<file path="config.mk">
export PLATFORM = sky130hd
export DESIGN_NAME = bsg_manycore_proc_fwd_out_buffer
export DESIGN_NICKNAME = d
export VERILOG_FILES = /design/src/rtl/bsg_manycore_proc_fwd_out_buffer.sv
export SDC_FILE = /design/constraint.sdc
export NUM_CORES = 1
export LEC_CHECK = 0
export ABC_AREA = 1
export CAP_MARGIN = 20
export CORE_MARGIN = 1.5
export CORE_UTILIZATION = 54
export CTS_CLUSTER_SIZE = 16
export DETAILED_ROUTE_END_ITERATION = 6
export PLACE_DENSITY = 0.85
export SYNTH_ARGS = -nofsm -noshare
export SYNTH_HDL_FRONTEND = slang
export SYNTH_SLANG_ARGS = --single-unit
</file>
<file path="constraint.sdc">
create_clock -name clk_i -period 2.96 [get_ports clk_i]
set_input_delay 0.592 -clock clk_i [delete_from_list [all_inputs] [get_ports clk_i]]
set_output_delay 0.592 -clock clk_i [all_outputs]
set_load 0.005 [all_outputs]
</file>
<file path="src/rtl/bsg_manycore_proc_fwd_out_buffer.sv">
// Forward-channel output buffer between the tile endpoint and the router's
// local input port. It is a circular FIFO with an occupancy output, a
// high-water mark and a saturating counter of router-backpressure cycles.
module bsg_manycore_proc_fwd_out_buffer #(
    parameter int  packet_width_p = 32,
    parameter int  els_p          = 4,
    parameter int  stall_width_p  = 16,
    localparam int count_width_lp = $clog2(els_p + 1)
) (
    input  logic                      clk_i,
    input  logic                      reset_n_i,

    input  logic                      proc_v_i,
    input  logic [packet_width_p-1:0] proc_packet_i,
    output logic                      proc_ready_o,

    output logic                      router_v_o,
    output logic [packet_width_p-1:0] router_packet_o,
    input  logic                      router_ready_i,

    input  logic                      clear_stats_i,
    output logic [count_width_lp-1:0] count_o,
    output logic [count_width_lp-1:0] hwm_o,
    output logic [stall_width_p-1:0]  stall_cnt_o
);

    localparam int                      ptr_width_lp = $clog2(els_p);
    localparam logic [ptr_width_lp-1:0] last_ptr_lp  = ptr_width_lp'(els_p - 1);
    localparam logic [count_width_lp-1:0] full_cnt_lp = count_width_lp'(els_p);
    localparam logic [stall_width_p-1:0]  stall_max_lp = {stall_width_p{1'b1}};

    logic [packet_width_p-1:0] mem_q [els_p];

    logic [ptr_width_lp-1:0]   wr_ptr_q, wr_ptr_d;
    logic [ptr_width_lp-1:0]   rd_ptr_q, rd_ptr_d;
    logic [count_width_lp-1:0] count_q,  count_d;
    logic [count_width_lp-1:0] hwm_q,    hwm_d;
    logic [stall_width_p-1:0]  stall_q,  stall_d;

    logic enq;
    logic deq;
    logic stall_cycle;

    // Handshake flags come only from registered occupancy, so reset clears
    // them immediately and the upstream ready never depends on the router.
    assign proc_ready_o    = (count_q != full_cnt_lp);
    assign router_v_o      = (count_q != '0);
    assign router_packet_o = mem_q[rd_ptr_q];
    assign count_o         = count_q;
    assign hwm_o           = hwm_q;
    assign stall_cnt_o     = stall_q;

    assign enq         = proc_v_i & proc_ready_o;
    assign deq         = router_v_o & router_ready_i;
    assign stall_cycle = router_v_o & ~router_ready_i;

    // Next-state for pointers, occupancy and statistics.
    always_comb begin
        // NOTE: every variable gets a default first so no path leaves one unassigned (no latch).
        wr_ptr_d = wr_ptr_q;
        rd_ptr_d = rd_ptr_q;
        count_d  = count_q;
        hwm_d    = hwm_q;
        stall_d  = stall_q;

        // Explicit wrap so depths that are not powers of two work.
        if (enq) begin
            wr_ptr_d = (wr_ptr_q == last_ptr_lp) ? '0 : wr_ptr_q + ptr_width_lp'(1);
        end
        if (deq) begin
            rd_ptr_d = (rd_ptr_q == last_ptr_lp) ? '0 : rd_ptr_q + ptr_width_lp'(1);
        end

        unique case ({enq, deq})
            2'b10:   count_d = count_q + count_width_lp'(1);
            2'b01:   count_d = count_q - count_width_lp'(1);
            default: count_d = count_q;
        endcase

        // The high-water mark tracks the post-update occupancy; a clear
        // restarts it from that same value rather than from zero.
        if (clear_stats_i) begin
            hwm_d   = count_d;
            stall_d = '0;
        end else begin
            if (count_d > hwm_q) begin
                hwm_d = count_d;
            end
            if (stall_cycle && (stall_q != stall_max_lp)) begin
                stall_d = stall_q + stall_width_p'(1);
            end
        end
    end

    // Control and statistics registers; reset discards buffered packets.
    always_ff @(posedge clk_i or negedge reset_n_i) begin
        if (!reset_n_i) begin
            // NOTE: sequential state uses non-blocking assignments so all registers update together.
            wr_ptr_q <= '0;
            rd_ptr_q <= '0;
            count_q  <= '0;
            hwm_q    <= '0;
            stall_q  <= '0;
        end else begin
            wr_ptr_q <= wr_ptr_d;
            rd_ptr_q <= rd_ptr_d;
            count_q  <= count_d;
            hwm_q    <= hwm_d;
            stall_q  <= stall_d;
        end
    end

    // Packet storage; written only on an accepted enqueue so X data on an
    // idle input never reaches the array.
    always_ff @(posedge clk_i) begin
        // NOTE: the array has no reset; router_v_o masks stale contents, and a reset here would cost a mux per bit.
        if (enq) begin
            mem_q[wr_ptr_q] <= proc_packet_i;
        end
    end

`ifndef SYNTHESIS
    a_no_enq_when_full: assert property (@(posedge clk_i) disable iff (!reset_n_i)
        enq |-> (count_q != full_cnt_lp));
    a_count_in_range: assert property (@(posedge clk_i) disable iff (!reset_n_i)
        count_q <= full_cnt_lp);
    a_ptrs_in_range: assert property (@(posedge clk_i) disable iff (!reset_n_i)
        (wr_ptr_q <= last_ptr_lp) && (rd_ptr_q <= last_ptr_lp));
`endif

endmodule
</file>
==> flow_summary.json, run 1 <==
{
  "run_status": "finished with violations",
  "violations": "design-rule violations",
  "globalRoute.totalOverflow": 0,
  "min-delay-path-class": "primary input to asynchronous set/reset pin",
  "tritoncts_clock_tree": "done",
  "area_used_by_multi_input_combinational_logic_um2": 1740,
  "design.final.nets": 704,
  "finClkSkew_ns": 0.00515,
  "critical_path_arrival_ns": 3.11,
  "worstSetupStartpointType": "flop",
  "insertedDiodeCount": 0,
  "max_cap_viol_count": 0,
  "post_synth_num_cell_types": 23,
  "cts_max_path_buffers": 2,
  "timing.final.hold_violations": 0,
  "worst_ep_required_time_ns": 3.26,
  "timing.fmax_mhz": 356,
  "finalNonFillerCells": 812,
  "avgViaCountPerCell": 5.67,
  "grt_max_degree": 40,
  "worstSkewPairLatency_ns": 0.43,
  "critical_path.slowest_cell": "dfrtp_2",
  "fillers": 723,
  "final_cell_mix": "128 x edfxtp_1, 92 x clkdlybuf4s50_1, 88 x nor2_1",
  "worst_path_cell_trace": "nor2_4 > nand2_2 > nand2_1 > inv_1 > ha_1 > fa_2 > a21oi_2 > o21ai_1 > xor2_1 > ha_1 > a21oi_2 > o21ai_0 > nand2_1 > nand2_2 > nor2_1 > a21oi_1",
  "cp_max_fo": 5,
  "seq_area_frac_synth_pct": 70.1,
  "fin_total_pwr_mw": 8.01,
  "crit_path_max_incr_delay_ns": 0.43,
  "worst_path_dominant_cell_family": "adder cells",
  "ys.warnings.count": 0,
  "routability_driven_placement_congestion_ratio": 0.839,
  "power_per_cell_area_nw_per_um2": 974,
  "regArea_um2": 4500,
  "coreArea_um2": 11500,
  "slew_of_the_pin_with_the_lowest_slew_margin_ns": 0.685,
  "worst_setup_path_end_kind": "flop",
  "final_max_slew_viol_count": 0,
  "cts.sinks": 154,
  "rows": 39,
  "synth_area_um2": 6410,
  "mostFrequentLayoutCell": "edfxtp_1",
  "first_global_vias": 4625,
  "timing_worst_setup_path_type": "flop to flop",
  "drcViolationCount": 9,
  "grt_util_all_layers_pct": 23.8,
  "numCtsBuffers": 17,
  "dp.cells": 777,
  "detailedRoute.firstIterationViolations": 467,
  "floorplan.initialDensity_pct": 55.6,
  "synth_seq_cells": 154,
  "die_h_um": 112,
  "relSlewSlack_pct": 54.3,
  "detail_route.first_pass.iterations": 7,
  "syn-instance-count": 549,
  "setup_viol": 0,
  "synth.avg_cell_area_um2": 11.7,
  "portBuffers": 92,
  "cts_root_buf": "clkbuf_16",
  "worst-path-buf-inv": 1,
  "power.static_leakage_nw": 3.05,
  "initial_antenna_violation_count": 0,
  "area_delta_synth_final_pct": 28.4,
  "clkTransAtPathRegs_ns": 0.06,
  "hpwl_mm": 8.70,
  "wirelength_per_cell_um": 17.4,
  "peakVddDrop_v": 0.000744,
  "period_minus_slack_ns": 2.81,
  "die-width_um": 112,
  "synth_top_area_share_pct": 60.0,
  "syn_nets": 597,
  "post_route_clock_period_utilization_pct": 94.9,
  "detailed_route_via_count": 4601,
  "drt-total-wl_mm": 14.1,
  "die_outline_area_um2": 12500,
  "grt_first_pass_wirelength_mm": 22.6,
  "synth.top_cells.by_area": "edfxtp_1 60%, dfrtp_1 10%, o21ai_0 5.5%",
  "ioPinCount": 93,
  "drive_above_1_share_pct": 10.9,
  "netlist.top_cell.by_area": "edfxtp_1",
  "route.antenna.remaining_nets": 0,
  "clock_tree.htree_level_count": 4
}
[layer usage]
metal  wire length [um]  global-route usage, %
met5                  0                      0
met2               6980                   39.7
met3               1190                   6.37
met4                350                   12.3
met1               5580                   28.8
[per-stage QoR]
stage | hold slack (ns) | area [um2] | utilization (%) | TNS, ns | worst slack (ns)
2_1_floorplan | 0.296 | 6410 | - | 0 | 0.267
3_3_place_gp | 0.531 | 7610 | 66.1 | -0.380 | -0.143
3_5_place_dp | 0.545 | 7610 | 66.1 | -0.987 | -0.350
4_1_cts | 0.543 | 8170 | 71.0 | 0 | 0.0485
5_1_grt | 0.578 | 8230 | 71.4 | -0.0371 | -0.0329
6_report | 0.542 | 8230 | 71.4 | 0 | 0.152
[kinds of logic after synthesis]
group	after synthesis	synth area share (%)
AND/OR/NAND/NOR	212	13.6
multiplexers	1	0.176
XOR/XNOR	7	0.957
buffers and inverters	55	3.46
flip-flops	154	70.1
AO/OA/AOI/OAI	109	9.35
adder cells (fa/ha/maj)	11	2.27
[worst paths after layout]
| kind | from | end | slack [ns] | depth (start not counted) |
|---|---|---|---|---|
| hold / removal | reset_n_i | stall_cnt_o[7] | 0.54 | 2 |
| max in group asynchronous | reset_n_i | count_o[1] | 2.13 | 2 |
| hold reg to reg | stall_cnt_o[1] | stall_cnt_o[1] | 0.58 | 2 |
| setup reg to reg | count_o[1] | hwm_o[0] | 0.15 | 16 |
| setup / recovery | count_o[1] | hwm_o[0] | 0.15 | 16 |
| min in group clk_i | stall_cnt_o[1] | stall_cnt_o[1] | 0.58 | 2 |
[registers in the layout (all words and copies together), names as in the netlist]
| register | cells |
|---|---|
| hwm_o | 3 |
| wr_ptr_q | 2 |
| mem_q | 128 |
| count_o | 3 |
| rd_ptr_q | 2 |
| stall_cnt_o | 16 |
[report_power, final]
group	internal (mW)	switching, mW	total (mW)
clock	1.17	0.887	2.06
sequential	2.82	0.146	2.97
combinational	1.37	1.61	2.99
total	5.37	2.64	8.01
[Yosys cell counts]
master    count
buf_6         1
nand4_1       5
nor2_4        3
mux2_2        1
nand2_1      79
nand2_2       2
o21bai_4      1
inv_2         1
o22ai_1      32
xor2_1        7
o21ai_0      70
ha_1         10
dfrtp_1      26
clkbuf_1     17
buf_2         6
nor2_1       93
nand3_1      29
fa_1          1
edfxtp_1    128
nor2_2        1
inv_1        29
clkinv_1      1
a21oi_1       6
[area by class of cell]
type | instances | area share, %
Clock buffer | 17 | 5.17
Clock inverter | 15 | 1.67
Inverter | 31 | 1.46
Multi-Input combinational cell | 340 | 21.2
Sequential cell | 154 | 54.7
Tap cell | 143 | 2.18
Timing Repair Buffer | 112 | 13.6
[what timing repair did]
item	CTS	global route
hold buffers	0	0
setup buffers	0	3
resized for setup	1	11
endpoints found under the setup margin	2	4
pin swaps	0	3
gates cloned	0	0
hold endpoints to repair	0	0
(Power assumes the default switching activity.)
==> inputs of run 2 (changes only) <==
CTS_CLUSTER_SIZE = 14   (was 16)
==> results of run 2 <==
The final DEF is identical to that of run 1; final timing and power are the same.
==> inputs of run 3 (changes only) <==
clock period = 2.6 ns   (was 2.96 ns; I/O delays follow)
==> run 3 against run 2 <==
- the run ends with design-rule violations, negative setup slack left
- sequential power increased by 14%
- sequential cell count is the same
- register-to-register slack worse by 0.25 ns
- fmax rose by 4.0%
- sequential share of layout area down 1.5 points
- clock skew is 0.0054 ns higher
- critical path type unchanged
- highest routed layer unchanged
==> flow_summary.json, run 3 (synthesis gave the netlist of run 1 again) <==
{
  "max_cap_viol_count": 0,
  "power_per_cell_area_nw_per_um2": 1120,
  "hpwl_mm": 8.55,
  "worst_setup_path_end_kind": "flop",
  "drt-total-wl_mm": 15.3,
  "drcViolationCount": 13,
  "drive_above_1_share_pct": 12.2,
  "grt_first_pass_wirelength_mm": 23.6,
  "finClkSkew_ns": 0.0106,
  "detail_route.first_pass.iterations": 7,
  "final_max_slew_viol_count": 0,
  "relSlewSlack_pct": 56.3,
  "min-delay-path-class": "primary input to asynchronous set/reset pin",
  "coreArea_um2": 11500,
  "first_global_vias": 4846,
  "routability_driven_placement_congestion_ratio": 0.895,
  "setup_viol": 4,
  "layout.core_utilization_pct": 73.4,
  "slew_of_the_pin_with_the_lowest_slew_margin_ns": 0.654,
  "die_h_um": 112,
  "cts.sinks": 154,
  "mostFrequentLayoutCell": "edfxtp_1",
  "worstSkewPairLatency_ns": 0.43,
  "portBuffers": 92,
  "grt_util_all_layers_pct": 24.9,
  "die_outline_area_um2": 12500,
  "clock_tree.htree_level_count": 4,
  "violations": "design-rule violations, negative setup slack",
  "initial_antenna_violation_count": 0,
  "design.final.nets": 715,
  "clkTransAtPathRegs_ns": 0.06,
  "avgViaCountPerCell": 5.77,
  "place_area_um2": 7680,
  "die-width_um": 112,
  "cts_root_buf": "clkbuf_16",
  "rsz_0062_raised_after_global_routing": "true",
  "timing.final.hold_violations": 0,
  "cp_max_fo": 5,
  "timing_worst_setup_path_type": "flop to flop",
  "worst_ep_required_time_ns": 2.91,
  "critical_path_arrival_ns": 3.01,
  "rows": 39,
  "period_minus_slack_ns": 2.70,
  "wirelength_per_cell_um": 18.6,
  "post_route_clock_period_utilization_pct": 104,
  "setup-tns-final_ns": -0.275,
  "floorplan.initialDensity_pct": 55.6,
  "cts_max_path_buffers": 2,
  "worst_setup_path_startpoint": "count_o[0]",
  "insertedDiodeCount": 0,
  "numCtsBuffers": 17,
  "final_cell_mix": "128 x edfxtp_1, 87 x nor2_1, 77 x clkdlybuf4s50_1",
  "grt_max_degree": 34,
  "fin_ws_ns": -0.101,
  "registers.top_by_ff_count": "mem_q",
  "largest_register_ff_count": 128,
  "area_delta_synth_final_pct": 32.0,
  "power.static_leakage_nw": 3.28,
  "worstSetupStartpointType": "flop",
  "final_design_area_no_fill_um2": 8460,
  "run_status": "finished with violations",
  "detailedRoute.firstIterationViolations": 450,
  "peakVddDrop_v": 0.000857,
  "r2r-start": "count_o[0]",
  "timing.fmax_mhz": 370,
  "detailed_route_via_count": 4747,
  "ioPinCount": 93,
  "whs_ns": 0.478,
  "route.antenna.remaining_nets": 0,
  "globalRoute.totalOverflow": 0,
  "tritoncts_clock_tree": "done"
}
run 3: cell types whose count changed in the layout (fill, tap and decap cells not counted), sizes merged:
| cell | previous run | this run |
|---|---|---|
| buf | 20 | 29 |
| bufbuf | 0 | 1 |
| bufinv | 1 | 2 |
| clkbuf | 17 | 20 |
| clkdlybuf4s50 | 92 | 77 |
| clkinv | 5 | 8 |
| dlygate4sd2 | 0 | 1 |
| dlymetal6s2s | 0 | 14 |
| inv | 37 | 31 |
run 3: repair_timing:
item | CTS | global route
setup endpoints to repair | 16 | 22
hold buffers | 0 | 0
buffers inserted | 2 | 4
gates cloned | 2 | 1
gates resized for setup | 9 | 21
pin swaps | 10 | 11
run 3: final timing paths:
| check | end | slack, ns | depth (start not counted) |
|---|---|---|---|
| min reg2reg | stall_cnt_o[0] | 0.56 | 2 |
| max in group asynchronous | rd_ptr_q[0] | 1.84 | 2 |
| min | stall_cnt_o[15] | 0.48 | 2 |
| min in group clk_i | stall_cnt_o[0] | 0.56 | 2 |
| max | hwm_o[1] | -0.10 | 16 |
| max reg2reg | hwm_o[1] | -0.10 | 16 |
run 3: metal layers:
metal	share of wire (%)	vias up	routed length (um)	GRT usage, %
met5	0	-	0	0
met4	1.9	0	288	10.3
met3	8.7	27	1330	7.29
met2	51	255	7780	41.5
met1	39	2291	5910	30.6
li1	-	2174	-	-
run 3: report_power, final:
part           switching, mW  total, mW  internal [mW]
logic                   1.95       3.71           1.76
registers              0.182       3.39           3.21
clock network          0.931       2.33           1.40
run 3: layout make-up:
class	count	area [um2]
repair buffers	123	1340
inverters	31	121
clock buffers	19	433
clock inverters	13	126
flip-flops and latches	154	4500
multi-input cells	340	1760
well taps	143	179
fillers	709	3060
run 3: per-stage QoR:
stage | worst slack (ns) | total power, mW | cells
floorplan | -0.00591 | 5.01 | 549
global placement | -0.346 | 6.59 | 782
detailed placement | -0.555 | 6.77 | 782
CTS | -0.0962 | 9.33 | 818
global route | -0.263 | 9.89 | 823
finish | -0.101 | 9.43 | 823
run 3: critical path, stage by stage (launching register included):
cell	delay [ns]
dfrtp_1	0.40
nor2_2	0.15
nand2_2	0.07
nand2_2	0.07
inv_2	0.05
ha_4	0.16
fa_2	0.36
a21oi_2	0.14
o21ai_1	0.09
xor2_1	0.18
ha_1	0.35
a21oi_2	0.12
o21ai_1	0.07
nand2_1	0.10
nand2_2	0.10
nand2_1	0.11
o21ai_1	0.07
